==> config.mk <==
export PLATFORM = sky130hd
export DESIGN_NAME = spi_bus_responder_flat
export DESIGN_NICKNAME = d
export VERILOG_FILES = /design/src/rtl/spi_bus_responder_if.sv /design/src/rtl/spi_bus_responder.sv /design/src/flat_wrapper.sv
export SDC_FILE = /design/constraint.sdc
export NUM_CORES = 1
export LEC_CHECK = 0
export BUFFER_PORTS_ARGS = -buffer_cell sky130_fd_sc_hd__buf_2
export CAP_MARGIN = 20
export CORE_ASPECT_RATIO = 2
export CORE_UTILIZATION = 44
export DETAILED_ROUTE_END_ITERATION = 12
export PLACE_DENSITY = 0.6
export SLEW_MARGIN = 20
export SYNTH_ARGS = -nofsm -noshare
export SYNTH_HDL_FRONTEND = slang
export SYNTH_SLANG_ARGS = --single-unit
==> constraint.sdc <==
create_clock -name clk_i -period 2 [get_ports clk_i]
set_input_delay 0.4 -clock clk_i [delete_from_list [all_inputs] [get_ports clk_i]]
set_output_delay 0.4 -clock clk_i [all_outputs]
set_load 0.05 [all_outputs]
==> src/rtl/spi_bus_responder_if.sv <==
// Pin and bus bundle for spi_bus_responder: SPI pins toward the external master
// and the CPU-bus master signals toward the fabric.
interface spi_bus_responder_if #(
  parameter int address_width = 16,
  parameter int data_width    = 8
);
  logic                     sclk_i;
  logic                     cs_ni;
  logic                     mosi_i;
  logic                     miso_o;
  logic                     miso_oe_o;
  logic [address_width-1:0] address_o;
  logic [data_width-1:0]    data_o;
  logic                     we_o;
  logic                     re_o;
  logic [data_width-1:0]    data_i;
  logic                     busy_o;

  modport slave (
    input  sclk_i, cs_ni, mosi_i, data_i,
    output miso_o, miso_oe_o, address_o, data_o, we_o, re_o, busy_o
  );

  modport master (
    output sclk_i, cs_ni, mosi_i, data_i,
    input  miso_o, miso_oe_o, address_o, data_o, we_o, re_o, busy_o
  );
endinterface

==> src/rtl/spi_bus_responder.sv <==
// SPI mode-0 responder that turns CMD/ADDR_HI/ADDR_LO/data frames from an external
// master into single-cycle read and write strobes on the CPU bus.
//
// state      | meaning
// -----------+------------------------------------------------------------
// ST_IDLE    | no frame; waiting for a synchronised cs fall
// ST_CMD     | shifting in the command byte
// ST_ADDR_HI | shifting in address bits 15:8
// ST_ADDR_LO | shifting in address bits 7:0
// ST_WR_DATA | each received byte becomes one bus write
// ST_RD_DATA | each byte shifts out prefetched bus data, then prefetches the next
// ST_IGNORE  | unknown command; idle on the bus until cs rises
module spi_bus_responder #(
  parameter int address_width = 16,
  parameter int data_width    = 8,
  parameter int READ_LATENCY  = 1
) (
  input  logic                 clk_i,
  input  logic                 reset_ni,
  spi_bus_responder_if.slave   bus
);

  if (data_width != 8) begin : g_bad_data_width
    $error("spi_bus_responder: only data_width = 8 is supported");
  end
  if (READ_LATENCY < 1) begin : g_bad_latency
    $error("spi_bus_responder: READ_LATENCY must be at least 1");
  end

  typedef enum logic [2:0] {
    ST_IDLE,
    ST_CMD,
    ST_ADDR_HI,
    ST_ADDR_LO,
    ST_WR_DATA,
    ST_RD_DATA,
    ST_IGNORE
  } state_t;

  localparam logic [7:0] CMD_WRITE = 8'h02;
  localparam logic [7:0] CMD_READ  = 8'h03;
  localparam logic [address_width-1:0] ADDR_ONE = 1;

  state_t                    state_q, state_d;
  logic [2:0]                sclk_sync_q, sclk_sync_d;
  logic [2:0]                cs_sync_q, cs_sync_d;
  logic [1:0]                mosi_sync_q, mosi_sync_d;
  logic [2:0]                bit_cnt_q, bit_cnt_d;
  logic [7:0]                rx_q, rx_d;
  logic [7:0]                tx_q, tx_d;
  logic [7:0]                addr_hi_q, addr_hi_d;
  logic [7:0]                prefetch_q, prefetch_d;
  logic [address_width-1:0]  addr_q, addr_d;
  logic [data_width-1:0]     data_q, data_d;
  logic                      is_read_q, is_read_d;
  logic                      load_pend_q, load_pend_d;
  logic                      we_q, we_d;
  logic                      re_q, re_d;
  logic [READ_LATENCY-1:0]   rd_pipe_q, rd_pipe_d;

  logic        sclk_rise, sclk_fall, cs_rise, cs_fall;
  logic        byte_done;
  logic [7:0]  rx_byte;
  logic [15:0] addr_full;

  // Edge detection compares sync stage 2 against a third register
  assign sclk_rise = sclk_sync_q[1] & ~sclk_sync_q[2];
  assign sclk_fall = ~sclk_sync_q[1] & sclk_sync_q[2];
  assign cs_rise   = cs_sync_q[1] & ~cs_sync_q[2];
  assign cs_fall   = ~cs_sync_q[1] & cs_sync_q[2];
  assign rx_byte   = {rx_q[6:0], mosi_sync_q[1]};
  assign addr_full = {addr_hi_q, rx_byte};
  assign byte_done = sclk_rise && (bit_cnt_q == 3'd7) && (state_q != ST_IDLE);

  always_comb begin
    state_d     = state_q;
    sclk_sync_d = {sclk_sync_q[1:0], bus.sclk_i};
    cs_sync_d   = {cs_sync_q[1:0], bus.cs_ni};
    mosi_sync_d = {mosi_sync_q[0], bus.mosi_i};
    bit_cnt_d   = bit_cnt_q;
    rx_d        = rx_q;
    tx_d        = tx_q;
    addr_hi_d   = addr_hi_q;
    prefetch_d  = prefetch_q;
    addr_d      = addr_q;
    data_d      = data_q;
    is_read_d   = is_read_q;
    load_pend_d = load_pend_q;
    we_d        = 1'b0;
    re_d        = 1'b0;
    rd_pipe_d   = rd_pipe_q << 1;
    rd_pipe_d[0] = re_q;

    if (rd_pipe_q[READ_LATENCY-1]) begin
      prefetch_d = bus.data_i;
    end
    // The write strobe cycle uses the current address; step it afterwards
    if (we_q) begin
      addr_d = addr_q + ADDR_ONE;
    end

    if (state_q == ST_IDLE) begin
      if (cs_fall) begin
        state_d   = ST_CMD;
        bit_cnt_d = 3'd0;
      end
    end else begin
      if (sclk_rise) begin
        rx_d      = rx_byte;
        bit_cnt_d = bit_cnt_q + 3'd1;
      end
      if (byte_done) begin
        case (state_q)
          ST_CMD: begin
            if (rx_byte == CMD_WRITE) begin
              is_read_d = 1'b0;
              state_d   = ST_ADDR_HI;
            end else if (rx_byte == CMD_READ) begin
              is_read_d = 1'b1;
              state_d   = ST_ADDR_HI;
            end else begin
              state_d   = ST_IGNORE;
            end
          end
          ST_ADDR_HI: begin
            addr_hi_d = rx_byte;
            state_d   = ST_ADDR_LO;
          end
          ST_ADDR_LO: begin
            addr_d = addr_full[address_width-1:0];
            if (is_read_q) begin
              re_d        = 1'b1;
              load_pend_d = 1'b1;
              state_d     = ST_RD_DATA;
            end else begin
              state_d     = ST_WR_DATA;
            end
          end
          ST_WR_DATA: begin
            data_d = rx_byte;
            we_d   = 1'b1;
          end
          ST_RD_DATA: begin
            addr_d      = addr_q + ADDR_ONE;
            re_d        = 1'b1;
            load_pend_d = 1'b1;
          end
          default: ;
        endcase
      end
      if ((state_q == ST_RD_DATA) && sclk_fall) begin
        if (load_pend_q) begin
          tx_d        = prefetch_q;
          load_pend_d = 1'b0;
        end else begin
          tx_d = {tx_q[6:0], 1'b0};
        end
      end
    end

    if (cs_fall) begin
      bit_cnt_d = 3'd0;
    end
    // cs rise drops any partial byte and suppresses strobes from it
    if (cs_rise) begin
      state_d     = ST_IDLE;
      we_d        = 1'b0;
      re_d        = 1'b0;
      load_pend_d = 1'b0;
      tx_d        = 8'h00;
    end
  end

  always_ff @(posedge clk_i or negedge reset_ni) begin
    if (!reset_ni) begin
      state_q     <= ST_IDLE;
      sclk_sync_q <= 3'b000;
      cs_sync_q   <= 3'b111;
      mosi_sync_q <= 2'b00;
      bit_cnt_q   <= 3'd0;
      rx_q        <= 8'h00;
      tx_q        <= 8'h00;
      addr_hi_q   <= 8'h00;
      prefetch_q  <= 8'h00;
      addr_q      <= '0;
      data_q      <= '0;
      is_read_q   <= 1'b0;
      load_pend_q <= 1'b0;
      we_q        <= 1'b0;
      re_q        <= 1'b0;
      rd_pipe_q   <= '0;
    end else begin
      state_q     <= state_d;
      sclk_sync_q <= sclk_sync_d;
      cs_sync_q   <= cs_sync_d;
      mosi_sync_q <= mosi_sync_d;
      bit_cnt_q   <= bit_cnt_d;
      rx_q        <= rx_d;
      tx_q        <= tx_d;
      addr_hi_q   <= addr_hi_d;
      prefetch_q  <= prefetch_d;
      addr_q      <= addr_d;
      data_q      <= data_d;
      is_read_q   <= is_read_d;
      load_pend_q <= load_pend_d;
      we_q        <= we_d;
      re_q        <= re_d;
      rd_pipe_q   <= rd_pipe_d;
    end
  end

  assign bus.miso_o    = (state_q == ST_RD_DATA) & tx_q[7];
  assign bus.busy_o    = (state_q != ST_IDLE);
  assign bus.miso_oe_o = (state_q != ST_IDLE);
  assign bus.address_o = addr_q;
  assign bus.data_o    = data_q;
  assign bus.we_o      = we_q;
  assign bus.re_o      = re_q;

endmodule

==> src/flat_wrapper.sv <==
// flat-port wrapper written by rule: the top's interface ports become plain ports
module spi_bus_responder_flat 
#(
  parameter int address_width = 16,
  parameter int data_width    = 8,
  parameter int READ_LATENCY  = 1
)
  (clk_i, reset_ni, bus_sclk_i, bus_cs_ni, bus_mosi_i, bus_data_i, bus_miso_o, bus_miso_oe_o, bus_address_o, bus_data_o, bus_we_o, bus_re_o, bus_busy_o);
  spi_bus_responder_if #(.address_width(address_width), .data_width(data_width)) bus_i ();
  input  logic clk_i;
  input  logic reset_ni;
  input wire logic [$bits(bus_i.sclk_i)-1:0] bus_sclk_i;
  input wire logic [$bits(bus_i.cs_ni)-1:0] bus_cs_ni;
  input wire logic [$bits(bus_i.mosi_i)-1:0] bus_mosi_i;
  input wire logic [$bits(bus_i.data_i)-1:0] bus_data_i;
  output wire logic [$bits(bus_i.miso_o)-1:0] bus_miso_o;
  output wire logic [$bits(bus_i.miso_oe_o)-1:0] bus_miso_oe_o;
  output wire logic [$bits(bus_i.address_o)-1:0] bus_address_o;
  output wire logic [$bits(bus_i.data_o)-1:0] bus_data_o;
  output wire logic [$bits(bus_i.we_o)-1:0] bus_we_o;
  output wire logic [$bits(bus_i.re_o)-1:0] bus_re_o;
  output wire logic [$bits(bus_i.busy_o)-1:0] bus_busy_o;
  assign bus_i.sclk_i = bus_sclk_i;
  assign bus_i.cs_ni = bus_cs_ni;
  assign bus_i.mosi_i = bus_mosi_i;
  assign bus_i.data_i = bus_data_i;
  assign bus_miso_o = bus_i.miso_o;
  assign bus_miso_oe_o = bus_i.miso_oe_o;
  assign bus_address_o = bus_i.address_o;
  assign bus_data_o = bus_i.data_o;
  assign bus_we_o = bus_i.we_o;
  assign bus_re_o = bus_i.re_o;
  assign bus_busy_o = bus_i.busy_o;
  spi_bus_responder #(.address_width(address_width), .data_width(data_width), .READ_LATENCY(READ_LATENCY)) u_core (.clk_i(clk_i), .reset_ni(reset_ni), .bus(bus_i));
endmodule
==> flow_metrics.env, run 1 <==
export IMPL_cp_slowest_cell="dfrtp_1"
export IMPL_met3_usage_pct=6.071
export IMPL_max_stage_delay_ns=0.35
export IMPL_vias_per_cell=5.731
export IMPL_grt_total_usage_pct=22.54
export IMPL_powerDensity_mw_per_mm2=813.9
export IMPL_worstPathCellList="buf_4 > nor2b_4 > and3_1 > clkbuf_4"
export IMPL_clk_pin_slew_ns=0.05
export IMPL_wl_mm=8.172
export IMPL_synth_area_per_cell_um2=11.51
export IMPL_place_area_mm2=0.003870
export IMPL_clk_latency_ns=0.34
export IMPL_die_width_um=64.65
export IMPL_whs_ns=0.1630
export IMPL_drv_cap=0
export IMPL_layout_common_cells="dfrtp_1, buf_2, nor2_1"
export IMPL_ios=42
export IMPL_crit_arrival_ns=1.48
export IMPL_finalInstanceArea_mm2=0.004173
export IMPL_ys_seq_elements=74
export IMPL_ys_seq_area_share_pct=53.73
export IMPL_cp_num_buf_inv=2
export IMPL_ys_types=46
export IMPL_async_flop_share_pct=100.0
export IMPL_antenna_cells=0
export IMPL_drive_gt1_share_pct=32.50
export IMPL_ant_nets=0
export IMPL_crit_family="buffers and inverters"
export IMPL_final_period_utilization_pct=93.91
export IMPL_grt_pass1_vias=2726
export IMPL_place_hpwl_mm=6.088
export IMPL_n_fill_cell=708
export IMPL_grt_overflow_total=0
export IMPL_r2r_start="u_core.bit_cnt_q[0]$_DFFE_PN0P_"
export IMPL_start_util_pct=45.43
export IMPL_rsz0062_at_grt="yes"
export IMPL_status="finished, final reports clean"
export IMPL_grt_pass1_wl_mm=13.65
export IMPL_antenna_found_initial=0
export IMPL_portBuffers=41
export IMPL_cts_sinks=74
export IMPL_hp_start="bus_cs_ni"
export IMPL_critPathMaxFanout=14
export IMPL_ys_flop_type="dfrtp_1"
export IMPL_crit_required_ns=1.60
export IMPL_cts_tree="built"
export IMPL_clock_path_buffers=2
export IMPL_cp_end_kind="output port"
export IMPL_max_freq_mhz=532.4
export IMPL_h_tree_depth=3
export IMPL_postCtsSetupBuffers=0
export IMPL_dr_first_iter_drc_count=185
export IMPL_areaGrowthSynthToFinish_pct=20.83
export IMPL_rows=45
export IMPL_setup_viol=0
export IMPL_max_slew_margin_rel_pct=65.69
export IMPL_setup_worst_path_start="u_core.state_q[2]$_DFFE_PN0P_"
export IMPL_grt_max_degree=37
export IMPL_peakVddDrop_mv=0.5293
export IMPL_root_buffer="clkbuf_16"
export IMPL_period_needed_ns=1.878
export IMPL_synth_edf_count=0
export IMPL_hold_viol=0
export IMPL_wl_per_cell_um=18.00
export IMPL_gp_congestion=0.9284
export IMPL_syn_area_mm2=0.003453
export IMPL_met1_usage_pct=23.01
export IMPL_syn_num_nets=316
export IMPL_power_leakage_uw=0.001967
export IMPL_cts_buffers_inserted=9
export IMPL_cp_start_kind="flip-flop"
export IMPL_die_h_um=127.3
export IMPL_crit_type="flip-flop to output port"
export IMPL_clock_skew_ns=0.005927
export IMPL_layout_commonest_cell="dfrtp_1"
export IMPL_use_met2_pct=39.13
export IMPL_drv_slew=0
export IMPL_yosys_warnings=0
export IMPL_core_area_mm2=0.007601
export IMPL_die_area_mm2=0.008228
export IMPL_fin_nets=371
export IMPL_drc=0
export IMPL_vias=2602
export IMPL_drt_pass1_iter_count=4
export IMPL_worst_hold_path_type="input port to flip-flop"
export IMPL_worst_pin_slew_ns=0.5146
export IMPL_synthCells=300
export IMPL_grt_most_used_layer="met2"
synthesized netlist by cell type, types with 5 or more instances:
master / count / share of area [%]
xor2_1: 9 / 2.3
a311oi_1: 5 / 1.3
nor2_1: 29 / 3.2
and3_1: 5 / 0.91
mux2_4: 8 / 3.5
mux2_2: 24 / 7.8
buf_2: 7 / 1.0
nor2b_1: 5 / 0.91
nand4_1: 5 / 0.91
nand3_1: 10 / 1.4
a21oi_1: 5 / 0.72
o21ai_0: 10 / 1.4
a211oi_1: 11 / 2.4
clkbuf_1: 7 / 0.76
dfrtp_1: 71 / 51
mux2i_1: 11 / 3.2
xnor2_1: 6 / 1.5
nand2_1: 19 / 2.1
through the flow:
step | util, % | setup WS [ns] | instances | TNS, ns | power [uW]
6_report | 54.90 | 0.1218 | 454 | 0 | 3396
5_1_grt | 54.90 | -0.01147 | 454 | -0.01147 | 3545
4_1_cts | 54.60 | 0.02018 | 454 | 0 | 3449
3_5_place_dp | 50.91 | 0.01891 | 437 | 0 | 1973
3_3_place_gp | 50.91 | 0.1259 | 437 | 0 | 1963
2_1_floorplan | - | 0.07488 | 300 | 0 | 1811
where the power goes:
group          switching (uW)  internal, uW
Combinational             140           128
Clock                     584           875
Sequential               90.3          1580
Total                     814          2580
cells by family (layout without fill, tap and decap cells):
logic type / count (synthesis) / count (layout) / share of synthesized area (%)
compound gates: 52 / 52 / 10.40
xor+xnor: 15 / 15 / 3.804
fa+ha+maj: 3 / 3 / 1.087
buf+inv: 18 / 78 / 2.536
flops: 74 / 74 / 53.73
mux: 43 / 43 / 14.49
simple gates: 95 / 95 / 13.95
sequential cells by signal, summed over array words and instances (netlist names):
register              cells
u_core.addr_hi_q          8
u_core.bit_cnt_q          3
u_core.bus.address_o     16
u_core.bus.data_o         8
u_core.bus.re_o           1
u_core.bus.we_o           1
u_core.cs_sync_q          3
u_core.is_read_q          1
u_core.load_pend_q        1
u_core.mosi_sync_q        2
u_core.prefetch_q         8
u_core.rd_pipe_q          1
u_core.rx_q               7
u_core.sclk_sync_q        3
u_core.state_q            3
u_core.tx_q               8
worst paths after layout:
path | endpoint | slack, ns | depth (start not counted)
worst max register to register | u_core.is_read_q$_DFFE_PN0P_ | 0.13 | 6
worst min-delay path | u_core.cs_sync_q[0]$_DFF_PN1_ | 0.16 | 1
min in group asynchronous | u_core.bus.address_o[6]$_DFF_PN0_ | 0.50 | 2
worst max-delay path | bus_miso_o | 0.12 | 4
max in group asynchronous | u_core.cs_sync_q[0]$_DFF_PN1_ | 0.90 | 3
worst min register to register | u_core.mosi_sync_q[1]$_DFF_PN0_ | 0.35 | 0
cell type report:
class	count	area, um2	share of cell area, %
Timing Repair Buffer	61	387.9	9.295
Sequential cell	74	1858	44.53
Clock buffer	14	254.0	6.087
Tap cell	94	117.6	2.819
Inverter	1	3.754	0.08996
Multi-Input combinational cell	208	1538	36.85
Clock inverter	2	13.76	0.3298
metal layers:
layer / up-vias / wire length, um
li1: 1202 / -
met5: - / 0
met2: 64 / 4551
met4: 0 / 399
met3: 26 / 250
met1: 1310 / 2970
repair_timing:
item,CTS,global route
cloned,0,0
gates resized for setup,1,7
pin swaps,0,1
setup endpoints to repair,1,8
hold buffers,1,0
hold endpoints to repair,19,0
Power figures use the tool's default switching activity.
==> run 2: changes to the inputs <==
--- a/config.mk
+++ b/config.mk
@@ -10,7 +10,7 @@
 export CORE_ASPECT_RATIO = 2
 export CORE_UTILIZATION = 44
 export DETAILED_ROUTE_END_ITERATION = 12
-export PLACE_DENSITY = 0.6
+export PLACE_DENSITY = 0.63
 export SLEW_MARGIN = 20
 export SYNTH_ARGS = -nofsm -noshare
 export SYNTH_HDL_FRONTEND = slang
==> constraint.sdc (replaced) <==
create_clock -name clk_i -period 1.6 [get_ports clk_i]
set_input_delay 0.16 -clock clk_i [delete_from_list [all_inputs] [get_ports clk_i]]
set_output_delay 0.16 -clock clk_i [all_outputs]
set_load 0.05 [all_outputs]
==> run 2 against run 1 <==
Effect of this change: the run now ends with negative setup slack left; first-iteration DRC count shrank 0.54%; core utilization grew 13 points; routed wire length grew 18%; clock-buffer cell count shrank 2; combinational power grew 130%; die area is the same; sequential power grew 22%; critical path depth grew 2; non-clock buffer count grew 52; sequential share of layout area shrank 8.2 points; worst setup slack lost 0.34 ns; critical endpoint is now u_core.bus.data_o[1]$_DFFE_PN0P_; largest cell class is now multi-input gates; largest power group is now the clock network.
==> flow_metrics.env, run 2 (same netlist as run 1, synthesis figures left out) <==
export IMPL_gp_congestion=0.8598
export IMPL_power_frac_seq_pct=42.3
export IMPL_wl_mm=9.615
export IMPL_critPathMostFrequentCell="or3_4"
export IMPL_period_needed_ns=1.822
export IMPL_worstPathCellList="or3_4 > and3b_2 > nand2_2 > or3_4 > buf_12 > mux2_4"
export IMPL_max_stage_delay_ns=0.42
export IMPL_start_util_pct=45.43
export IMPL_hold_viol=0
export IMPL_place_hpwl_mm=6.222
export IMPL_crit_required_ns=1.82
export IMPL_cts_tree="built"
export IMPL_setup_viol=38
export IMPL_wl_per_cell_um=19.00
export IMPL_violations="negative setup slack"
export IMPL_portBuffers=41
export IMPL_reg2regPathDepth=6
export IMPL_layout_commonest_cell="dfrtp_1"
export IMPL_grt_overflow_total=0
export IMPL_worst_hold_path_type="input port to flip-flop"
export IMPL_antenna_cells=0
export IMPL_ant_nets=0
export IMPL_powerDensity_mw_per_mm2=932.8
export IMPL_fin_nets=423
export IMPL_rrSetupSlack_ns=-0.22
export IMPL_final_period_utilization_pct=113.9
export IMPL_place_area_mm2=0.004218
export IMPL_grt_pass1_wl_mm=14.03
export IMPL_max_freq_mhz=548.7
export IMPL_status="finished with violations"
export IMPL_swShare_pct=23.40
export IMPL_worstHoldPathCells=2
export IMPL_instances_no_fill=506
export IMPL_die_h_um=127.3
export IMPL_holdPathEnd="u_core.prefetch_q[7]$_DFFE_PN0P_"
export IMPL_drt_pass1_iter_count=4
export IMPL_whs_ns=0.05613
export IMPL_largest_reg_flops=16
export IMPL_cp_start_kind="flip-flop"
export IMPL_setup_ws_ns=-0.2225
export IMPL_clock_path_buffers=2
export IMPL_comb_power_share_pct=12.9
export IMPL_drv_slew=0
export IMPL_peakVddDrop_mv=0.8539
export IMPL_timing_rr_end="u_core.bus.data_o[1]$_DFFE_PN0P_"
export IMPL_vias=2837
export IMPL_p_int_uw=3686
export IMPL_cts_sinks=74
export IMPL_antenna_found_initial=0
export IMPL_core_area_mm2=0.007601
export IMPL_h_tree_depth=3
export IMPL_root_buffer="clkbuf_16"
export IMPL_crit_type="flip-flop to flip-flop"
export IMPL_worst_pin_slew_ns=0.5507
export IMPL_dr_first_iter_drc_count=184
export IMPL_clkPwrFrac_pct=44.9
export IMPL_critPathMaxFanout=9
export IMPL_hp_start="bus_data_i[7]"
export IMPL_switchingPower_uw=1126
export IMPL_rows=45
export IMPL_die_width_um=64.65
export IMPL_cts_buffers_inserted=9
export IMPL_grt_total_usage_pct=23.46
export IMPL_vias_per_cell=5.607
export IMPL_drc=0
export IMPL_die_area_mm2=0.008228
export IMPL_grt_max_degree=41
export IMPL_drv_cap=0
export IMPL_r2r_start="u_core.state_q[2]$_DFFE_PN0P_"
export IMPL_power_total_uw=4812
export IMPL_grt_pass1_vias=2738
export IMPL_cp_end_kind="flip-flop"
export IMPL_clock_skew_ns=0.008525
export IMPL_crit_arrival_ns=2.04
export IMPL_clk_pin_slew_ns=0.05
export IMPL_drive_gt1_share_pct=56.80
export IMPL_dp_cells=466
export IMPL_power_leakage_uw=0.002405
export IMPL_rsz0062_at_grt="yes"
export IMPL_cp_slowest_cell="dfrtp_1"
export IMPL_clk_latency_ns=0.34
export IMPL_layout_common_cells="dfrtp_1, buf_4, buf_2"
export IMPL_max_slew_margin_rel_pct=63.29
export IMPL_areaGrowthSynthToFinish_pct=49.38
export IMPL_finalInstanceArea_mm2=0.005159
export IMPL_ios=42
-- run 2: cell types whose count changed in the layout (fill, tap and decap cells not counted), moves of 7 or more --
cell	delta
buf_6	+10
mux2_2	-9
dfrtp_1	-11
dfrtp_2	+11
buf_4	+34
o21ai_0	-7
mux2_4	+9
-- run 2: metrics by stage --
stage / util, % / setup TNS, ns / setup WS, ns
final: 67.87 / -4.002 / -0.2225
after global placement: 55.49 / -3.189 / -0.1946
after global routing: 67.87 / -6.927 / -0.2924
after CTS: 63.57 / -2.905 / -0.1624
after floorplan: - / -3.248 / -0.2266
after detailed placement: 55.49 / -4.087 / -0.2229
-- run 2: repair_timing --
item | CTS | global route
resized for setup | 41 | 58
endpoints found under the setup margin | 38 | 54
hold endpoints to repair | 37 | 0
cloned | 0 | 2
hold buffers | 4 | 0
buffers inserted | 10 | 12
pin swaps | 14 | 16
-- run 2: how the worst max path moves through the flow --
| stage | start | slack, ns | to |
|---|---|---|---|
| floorplan | u_core.state_q[1]$_DFFE_PN0P_ | -0.23 | u_core.bus.data_o[0]$_DFFE_PN0P_ |
| global placement | u_core.state_q[0]$_DFFE_PN0P_ | -0.19 | u_core.bus.data_o[3]$_DFFE_PN0P_ |
| detailed placement | u_core.state_q[0]$_DFFE_PN0P_ | -0.22 | u_core.bus.data_o[7]$_DFFE_PN0P_ |
| CTS | u_core.state_q[0]$_DFFE_PN0P_ | -0.16 | u_core.bus.data_o[7]$_DFFE_PN0P_ |
| global route | u_core.bit_cnt_q[1]$_DFFE_PN0P_ | -0.29 | u_core.bus.address_o[15]$_DFF_PN0_ |
| finish | u_core.state_q[2]$_DFFE_PN0P_ | -0.22 | u_core.bus.data_o[1]$_DFFE_PN0P_ |
-- run 2: critical path: cells and delay by family (launching register included) --
| family | cells | cell delay [ns] |
|---|---|---|
| and+or+nand+nor | 4 | 0.84 |
| DFF | 1 | 0.42 |
| muxes | 1 | 0.30 |
| buffers and inverters | 1 | 0.13 |
-- run 2: area by class of cell --
class	instances	area (um2)
Clock buffer	12	246.5
Clock inverter	4	73.82
Fill cell	553	2442
Inverter	1	3.754
Multi-Input combinational cell	208	1922
Sequential cell	74	1872
Tap cell	94	117.6
Timing Repair Buffer	113	923.4
-- run 2: power by group through the flow --
stage / registers, uW / logic, uW / clock network, uW
6_report: 2030 / 619 / 2160
3_5_place_dp: 2060 / 541 / 0
3_3_place_gp: 2060 / 534 / 0
5_1_grt: 2040 / 664 / 2270
2_1_floorplan: 2090 / 176 / 0
4_1_cts: 2030 / 591 / 2190
-- run 2: layer usage --
metal  vias up  track usage (%)  part of all wire (%)
met5         -                0                     0
met4         0            14.12                   4.5
met3        29            4.464                   3.0
met2        78            42.41                    58
met1      1420            24.25                    35
li1       1310                -                     -
==> run 3: changes to the inputs <==
--- a/config.mk
+++ b/config.mk
@@ -8,9 +8,9 @@
 export BUFFER_PORTS_ARGS = -buffer_cell sky130_fd_sc_hd__buf_2
 export CAP_MARGIN = 20
 export CORE_ASPECT_RATIO = 2
-export CORE_UTILIZATION = 44
+export CORE_UTILIZATION = 52
 export DETAILED_ROUTE_END_ITERATION = 12
-export PLACE_DENSITY = 0.63
+export PLACE_DENSITY = 0.72
 export SLEW_MARGIN = 20
 export SYNTH_ARGS = -nofsm -noshare
 export SYNTH_HDL_FRONTEND = slang
==> run 3 against run 2 <==
Effect of this change: sequential cell count unchanged; fmax down 1.2%; hold slack got worse by 0.0085 ns; global-route usage grew 5.2 points; clock power fell by 16%; routed wire length is 6.0% higher; largest cell class unchanged; non-clock buffer count shrank 2; critical endpoint is now u_core.bus.address_o[15]$_DFF_PN0_; worst setup slack lost 0.023 ns; combinational power up 1%; sequential share of layout area increased by 0.32 points; critical path depth grew 2; clock-buffer cell count shrank 2; the run still ends with negative setup slack left.
==> flow_metrics.env, run 3 (same netlist as run 1, synthesis figures left out) <==
export IMPL_critPathMaxFanout=5
export IMPL_cp_end_kind="flip-flop"
export IMPL_drc=0
export IMPL_powerDensity_mw_per_mm2=878.5
export IMPL_worst_pin_slew_ns=0.5429
export IMPL_antenna_cells=0
export IMPL_dr_first_iter_drc_count=157
export IMPL_crit_type="flip-flop to flip-flop"
export IMPL_portBuffers=41
export IMPL_rsz0062_at_grt="yes"
export IMPL_clock_path_buffers=2
export IMPL_die_area_mm2=0.006991
export IMPL_grt_total_usage_pct=28.69
export IMPL_clk_pin_slew_ns=0.06
export IMPL_largest_reg_flops=16
export IMPL_cts_tree="built"
export IMPL_setup_ws_ns=-0.2455
export IMPL_status="finished with violations"
export IMPL_fin_nets=421
export IMPL_place_hpwl_mm=6.179
export IMPL_place_area_mm2=0.004228
export IMPL_layout_common_cells="dfrtp_1, buf_4, buf_2"
export IMPL_crit_required_ns=1.80
export IMPL_die_h_um=117.2
export IMPL_hold_viol=0
export IMPL_violations="negative setup slack"
export IMPL_final_period_utilization_pct=115.3
export IMPL_drv_cap=0
export IMPL_gp_congestion=0.8927
export IMPL_clk_latency_ns=0.34
export IMPL_wl_mm=10.19
export IMPL_layout_commonest_cell="dfrtp_1"
export IMPL_ant_nets=0
export IMPL_max_slew_margin_rel_pct=63.81
export IMPL_start_util_pct=54.29
export IMPL_drt_pass1_iter_count=4
export IMPL_whs_ns=0.04761
export IMPL_grt_max_degree=36
export IMPL_setup_viol=47
export IMPL_core_area_mm2=0.006361
export IMPL_crit_arrival_ns=2.04
export IMPL_cts_buffers_inserted=9
export IMPL_period_needed_ns=1.846
export IMPL_clock_skew_ns=0.006056
export IMPL_drive_gt1_share_pct=56.59
export IMPL_rows=41
export IMPL_antenna_found_initial=0
export IMPL_peakVddDrop_mv=0.9657
export IMPL_root_buffer="clkbuf_16"
export IMPL_dp_cells=459
export IMPL_finalInstanceArea_mm2=0.005114
export IMPL_worst_hold_path_type="input port to flip-flop"
export IMPL_instances_no_fill=496
export IMPL_power_leakage_uw=0.002342
export IMPL_grt_pass1_wl_mm=14.17
export IMPL_vias_per_cell=5.962
export IMPL_vias=2957
export IMPL_grt_overflow_total=0
export IMPL_final_util_pct=80.39
export IMPL_wl_per_cell_um=20.54
export IMPL_cts_sinks=74
export IMPL_areaGrowthSynthToFinish_pct=48.08
export IMPL_cp_start_kind="flip-flop"
export IMPL_grt_pass1_vias=2905
export IMPL_ios=42
export IMPL_die_width_um=59.63
export IMPL_n_fill_cell=410
export IMPL_h_tree_depth=3
export IMPL_max_freq_mhz=541.9
export IMPL_drv_slew=0
run 3: changes by cell type in the layout (fill, tap and decap cells not counted), moves of 2 or more:
| cell | delta |
|---|---|
| and3_1 | -2 |
| buf_8 | +3 |
| buf_4 | -7 |
| nand3_1 | +2 |
| buf_6 | +2 |
| clkinvlp_4 | +3 |
| bufinv_16 | -2 |
| a21oi_1 | +2 |
| and3_4 | +2 |
| nand3_2 | -2 |
| a21oi_2 | -2 |
| o21ai_1 | +2 |
run 3: per-layer routing:
layer  up-vias  routed length [um]  share of wire, %  GRT usage, %
met5         -                   0                 0             0
met4         0                 690               6.8         20.62
met3        42                 408               4.0         6.484
met2       116                5686                56         51.16
met1      1497                3405                33         27.96
li1       1302                   -                 -             -
run 3: stage by stage:
step                      TNS, ns  worst slack, ns  power [uW]
final                      -5.487          -0.2455        4492
after global routing       -7.775          -0.3019        4623
after CTS                  -2.189          -0.1446        4446
after detailed placement   -4.245          -0.2079        2584
after global placement     -3.159          -0.1840        2559
after floorplan            -3.248          -0.2266        2269
run 3: worst max-delay path: stages (launching register included):
cell      delay, ns
dfrtp_1        0.38
ha_2           0.20
ha_4           0.16
nand4b_1       0.11
buf_6          0.16
a21oi_4        0.14
nor2_4         0.08
nor4_4         0.30
a311oi_1       0.17
run 3: area by class of cell:
| class | count | area (um2) | share of cell area (%) |
|---|---|---|---|
| sequential | 74 | 1872 | 36.60 |
| clock buffer | 10 | 229.0 | 4.478 |
| inverter | 1 | 3.754 | 0.07340 |
| tap | 86 | 107.6 | 2.104 |
| clock inverter | 6 | 41.29 | 0.8074 |
| multi-input combinational | 208 | 1919 | 37.53 |
| timing repair buffer | 111 | 940.9 | 18.40 |
run 3: where the power goes:
group | leakage [uW] | internal [uW] | switching (uW) | total (uW)
clock network | 0.000125 | 1050 | 777 | 1820
registers | 0.000978 | 1970 | 69.1 | 2040
logic | 0.00124 | 282 | 344 | 626
run 3: what timing repair did:
item / in CTS / in global routing
endpoints found under the setup margin: 38 / 56
gates resized for setup: 47 / 58
gates cloned: 1 / 1
pin swaps: 12 / 21
hold buffers: 4 / 0
setup buffers: 8 / 14
hold endpoints to repair: 24 / 0
run 3: worst paths after layout:
path                                                 start  cells past startpoint  slack [ns]                                 end
max                        u_core.bit_cnt_q[1]$_DFFE_PN0P_                      8       -0.25  u_core.bus.address_o[15]$_DFF_PN0_
min                                          bus_data_i[6]                      2        0.05    u_core.prefetch_q[6]$_DFFE_PN0P_
max reg2reg                u_core.bit_cnt_q[1]$_DFFE_PN0P_                      8       -0.25  u_core.bus.address_o[15]$_DFF_PN0_
min reg2reg                u_core.sclk_sync_q[0]$_DFF_PN0_                      0        0.35     u_core.sclk_sync_q[1]$_DFF_PN0_
max in group asynchronous                         reset_ni                      3        0.78       u_core.state_q[1]$_DFFE_PN0P_
min in group asynchronous                         reset_ni                      2        0.29   u_core.bus.address_o[0]$_DFF_PN0_
